## src/rtl/cpu_types_pkg.sv

```systemverilog
// cpu_types_pkg: shared CPU word, RAM status and arbiter state types
package cpu_types_pkg;
  typedef logic [31:0] word_t;
  typedef enum logic [1:0] {FREE, BUSY, ACCESS, ERROR} ramstate_t;
  typedef enum logic [1:0] {IDLE, GRANT_I, GRANT_D, ERR} arb_state_t;
endpackage

```

## src/rtl/mem_arbiter.sv

```systemverilog
// mem_arbiter: arbitrates instruction and data accesses onto a single RAM port
module mem_arbiter
  import cpu_types_pkg::*;
#(
  parameter int WAIT_LIMIT = 16
) (
  input  logic      CLK,
  input  logic      nRST,
  input  logic      iREN,
  input  word_t     iaddr,
  output word_t     iload,
  output logic      ihit,
  input  logic      dREN,
  input  logic      dWEN,
  input  word_t     daddr,
  input  word_t     dstore,
  output word_t     dload,
  output logic      dhit,
  output logic      ramREN,
  output logic      ramWEN,
  output word_t     ramaddr,
  output word_t     ramstore,
  input  word_t     ramload,
  input  ramstate_t ramstate,
  output logic      mem_err
);
  localparam int CW = $clog2(WAIT_LIMIT + 1);
  arb_state_t state_q, state_d;
  logic last_d_q, last_d_d;
  logic [CW-1:0] wait_q, wait_d;
  logic gi, req;
  // next state, wait counter and RAM/CPU outputs; both grant states share one path keyed on gi
  always_comb begin
    state_d  = state_q;
    wait_d   = wait_q;
    gi       = state_q == GRANT_I;
    req      = gi ? iREN : (dREN | dWEN);
    ramREN   = 1'b0;
    ramWEN   = 1'b0;
    ramaddr  = '0;
    ramstore = '0;
    ihit     = 1'b0;
    dhit     = 1'b0;
    iload    = '0;
    dload    = '0;
    mem_err  = state_q == ERR;
    case (state_q)
      IDLE: begin
        wait_d = '0;
        if ((dREN | dWEN) && !(iREN && last_d_q)) state_d = GRANT_D;
        else if (iREN) state_d = GRANT_I;
      end
      GRANT_I, GRANT_D: begin
        ramREN   = gi | (dREN & ~dWEN);
        ramWEN   = ~gi & dWEN;
        ramaddr  = gi ? iaddr : daddr;
        ramstore = gi ? '0 : dstore;
        if (ramstate == ERROR) state_d = ERR;
        else if (!req) state_d = IDLE;
        else if (ramstate == ACCESS) begin
          ihit    = gi;
          dhit    = ~gi;
          iload   = gi ? ramload : '0;
          dload   = (~gi & ~dWEN) ? ramload : '0;
          state_d = IDLE;
        end else begin
          wait_d = wait_q + CW'(1);
          if (wait_d == CW'(WAIT_LIMIT)) state_d = ERR;
        end
      end
      default: ;
    endcase
    last_d_d = dhit ? 1'b1 : ihit ? 1'b0 : last_d_q;
  end
  // state, fairness flag and wait counter registers
  always_ff @(posedge CLK or negedge nRST) begin
    if (!nRST) begin
      state_q  <= IDLE;
      last_d_q <= 1'b0;
      wait_q   <= '0;
    end else begin
      state_q  <= state_d;
      last_d_q <= last_d_d;
      wait_q   <= wait_d;
    end
  end
endmodule
```

## config.mk

```make
export PLATFORM = sky130hd
export DESIGN_NAME = mem_arbiter
export DESIGN_NICKNAME = d
export VERILOG_FILES = /design/src/rtl/cpu_types_pkg.sv /design/src/rtl/mem_arbiter.sv
export SDC_FILE = /design/constraint.sdc
export NUM_CORES = 1
export LEC_CHECK = 0
export ABC_AREA = 0
export BUFFER_PORTS_ARGS = -buffer_cell sky130_fd_sc_hd__buf_4
export CORE_AREA = 3 3 103 105
export CTS_CLUSTER_SIZE = 8
export DETAILED_ROUTE_END_ITERATION = 8
export DIE_AREA = 0 0 106 108
export PLACE_DENSITY = 0.65
export SYNTH_ARGS = -nofsm -noshare
export SYNTH_HDL_FRONTEND = slang
export SYNTH_SLANG_ARGS = --single-unit
```

## constraint.sdc

```tcl
create_clock -name CLK -period 2.3 [get_ports CLK]
set_clock_uncertainty 0.15 [all_clocks]
set_input_delay 0.69 -clock CLK [delete_from_list [all_inputs] [get_ports CLK]]
set_output_delay 0.69 -clock CLK [all_outputs]
set_load 0.05 [all_outputs]
```

==> results by group <==
Floorplan
  • Die X: 106 µm
  • Chip height: about 110 µm
  • Total number of placement rows: 36
  • I/O pin cnt: around 270
  • Core area: 0.00973 mm²
  • Die area: 0.0114 mm²
  • Initial core utilization: roughly 18%

Power and ir drop
  • Power per cell area: 1630 mW/mm²
  • Leakage power figure: about 2.8 nW
  • Peak supply drop: ~1.4 mV
  • Post-layout total power: between 10 and 15 mW

Global route
  • Global-route wire length before repair: 15400 µm
  • Antenna violations before repair: 0
  • Total congestion overflow after global routing: 0
  • Number of global-route vias before repair: 2973
  • Maximum number of pins on one net before global-route repair: 34
  • Total global-route track usage: 16.4%

Finish
  • Commonest cells after routing, fill and taps aside: 151 x buf_4, 101 x buf_8, 89 x and2_4
  • Most common cell after layout, fill and taps aside: buf_4
  • Final core utilization: approximately 64%
  • Area growth from synthesis to final layout: 262%
  • Total Nets Final: between 600 and 700
  • Number of fillers in the final layout: around 720
  • Fraction of final layout cells with drive strength greater than 1: between 90% and 100%
  • Ant diodes: 0

STA
  • Final worst slack: -0.366 ns
  • Worst Hold Slack: 0.125 ns
  • Final setup violating endpoints: 132
  • Worst slew pin tran: 0.331 ns
  • Number of max-slew violations in the final report: 0
  • Relative max-transition margin: 77.8%
  • Period utilization: 116%
  • Unrepaired setup endpoints after global routing: true
  • Max Clock Freq: around 380 MHz
  • Hold Fails Final Rpt: 0
  • Sum Neg Setup Slack: -39.39 ns
  • Final critical delay including setup and external delays: 2.67 ns

Synthesis
  • Number of synthesis warnings: 0
  • Post-synthesis compound-gate area fraction: 6.59%
  • Mux share of post-synthesis cell area: about a fifth
  • Largest cells by area after synthesis: and2_1 35%, mux2i_1 20%, dfrtp_1 12%
  • Net count of the mapped netlist: 382
  • Fraction of the yosys area taken by sequential cells: 11.6%
  • Area leader, netlist: and2_1
  • Synth Area in XOR/XNOR: 1.52%
  • Number of distinct standard cells referenced by the synthesized netlist: 32
  • Post-synthesis cell count: between 200 and 250
  • Dominant combinational cell family by area after synthesis: simple AND/OR/NAND/NOR gates
  • Post-synth top area share: 35.1%
  • Adder-Cell Fraction of Synth Area: 2.90%
  • Cell area after synthesis: around 0.0017 mm²
  • Fraction of the mapped netlist area in simple logic gates: 50.9%
  • Number of register bits inferred by synthesis: 8
  • Mean instance size in the synthesized netlist: 7.11 µm²

Drt
  • Detailed-route wire length: 11000 µm
  • Post-detailed-route wirelength per cell: 16.4 µm
  • Vias per inst: 4.31
  • Detailed Routing Iterations Pass 1: 4
  • Antenna violation net count after detailed routing: 0
  • Vias: roughly 2900
  • Number of DRC violations after detailed routing: 0
  • DRT iter0 DRCs: 54

Run status
  • Violated checks: negative setup slack
  • Run status: finished, violations left

Worst hold path
  • Path category of the worst min-delay check: in -> async

Critical path
  • Worst EP arrival: 1.83 ns
  • Worst-path cell with the longest stage delay: dfrtp_1
  • Required time at the worst-slack endpoint: 1.46 ns
  • Setup slack, reg-to-reg: 0.08 ns
  • Endpoint of the worst-slack reg-to-reg timing path: state_q[0]$_DFFE_PN0P_
  • Worst r2r path cells: 8
  • Crit-path cells: inv_1 -> ha_4 -> buf_4 -> inv_4 -> nor2_4 -> buf_4 -> buf_4 -> and2_2 -> buf_6
  • Capturing element type of the critical path: output port
  • Delay contributed by the slowest stage of the critical path: 0.38 ns
  • CP Max Fanout: 4
  • Kind of start point of the critical path: flip-flop
  • Critical path start-end classification: reg -> out
  • Critical Path Most Common Cell: buf_4
  • R2R Path Start: state_q[0]$_DFFE_PN0P_

Placed design
  • Final HPWL DP: 7970 µm
  • Final weighted congestion in routability-driven placement: approximately 0.84
  • # port buffers: 267

Clock network
  • Total clock buffers created by CTS: 3
  • Clock H-tree levels: 1
  • Buffer cell driving the clock tree root: clkbuf_8
  • # clock sinks: 8
  • CTS tree: done
  • Insertion delay of the later-clocked pin in the worst-skew pair: 0.23 ns
  • Deepest clock path buffer count: 2
  • Register clock-pin slew on the reported worst setup and hold paths: roughly 0.04 ns

Job
  • Max-cap violations: 0
cells by family (layout without fill, tap and decap cells):
kind of cell,after synthesis,count (layout)
AO/OA/AOI/OAI,15,15
buffers and inverters,24,321
flip-flops,8,8
XOR/XNOR,3,3
AND/OR/NAND/NOR,154,154
multiplexers,35,35
adder cells (fa/ha/maj),4,4
cells in the mapped netlist:
master     n
nand3_1    6
inv_1      7
buf_2      4
buf_1      3
nor3_1     1
a22o_1     1
nor4_4     1
clkbuf_1   5
nand2b_1   3
dfrtp_1    8
xnor2_1    1
a311oi_1   1
ha_1       4
o21ai_0    5
a22oi_1    1
inv_2      1
and2_1    97
a21bo_4    1
and3_2     1
or3_4      1
nand2b_4   1
mux2i_1   35
and2b_1    1
nand2_1    4
nor2_1    38
a21oi_1    3
xor2_1     2
a32oi_2    1
clkbuf_2   3
a311o_1    1
a31oi_1    1
buf_6      1
where the power goes:
group | internal (mW) | total, mW | switching, mW | leakage [nW]
clock | 0.113 | 0.167 | 0.0538 | 0.0216
sequential | 0.199 | 0.247 | 0.0481 | 0.0995
combinational | 4.51 | 9.77 | 5.26 | 2.72
total | 4.82 | 10.2 | 5.36 | 2.84
worst max-delay path, delay by kind of cell (launching register included):
| family | cells | cell delay (ns) |
|---|---|---|
| buffers and inverters | 6 | 0.76 |
| DFF | 1 | 0.38 |
| adders and majority gates | 1 | 0.24 |
| and+or+nand+nor | 2 | 0.23 |
per-stage QoR:
stage | instance area, µm² | worst slack, ns | instances
finish | 6250 | -0.366 | 673
floorplan | 2290 | -0.122 | 243
CTS | 5710 | -0.439 | 664
global route | 6250 | -0.444 | 673
global placement | 4650 | -0.266 | 657
detailed placement | 4650 | -0.307 | 657
what timing repair did:
action / 4_1_cts / 5_1_grt
resized for setup: 210 / 111
buffers inserted: 4 / 9
endpoints found under the setup margin: 132 / 132
gates cloned: 3 / 3
hold buffers: 0 / 0
pin swaps: 5 / 11
metal layers:
layer,track usage [%],vias up,part of all wire (%)
met5,0,-,0
met4,1.85,0,1.3
met3,4.42,10,7.8
met2,33.3,167,59
met1,17.3,1342,32
li1,-,1382,-
flip-flops by register name, summed over array words and instances, names as in the netlist:
register  cells
wait_q        5
state_q       2
last_d_q      1
how the worst max path moves through the flow:
stage	start	end	slack (ns)	cells after the start
after floorplan	state_q[0]$_DFFE_PN0P_	dload[0]	-0.12	6
after global placement	ramstate[0]	dload[18]	-0.27	6
after detailed placement	ramstate[0]	dload[19]	-0.31	6
after CTS	state_q[0]$_DFFE_PN0P_	dload[26]	-0.44	7
after global routing	state_q[0]$_DFFE_PN0P_	ramstore[0]	-0.44	9
final	state_q[0]$_DFFE_PN0P_	ramstore[31]	-0.37	9
area by class of cell:
class                      instances  area [µm²]  share of cell area (%)
multi-input combinational        211        2340                    37.4
sequential                         8         200                    3.20
inverter                           8        32.5                   0.521
tap                              133         166                    2.66
clock buffer                       3        41.3                   0.661
timing repair buffer             310        3470                    55.5
No activity file was read; power rests on OpenSTA's default activity.
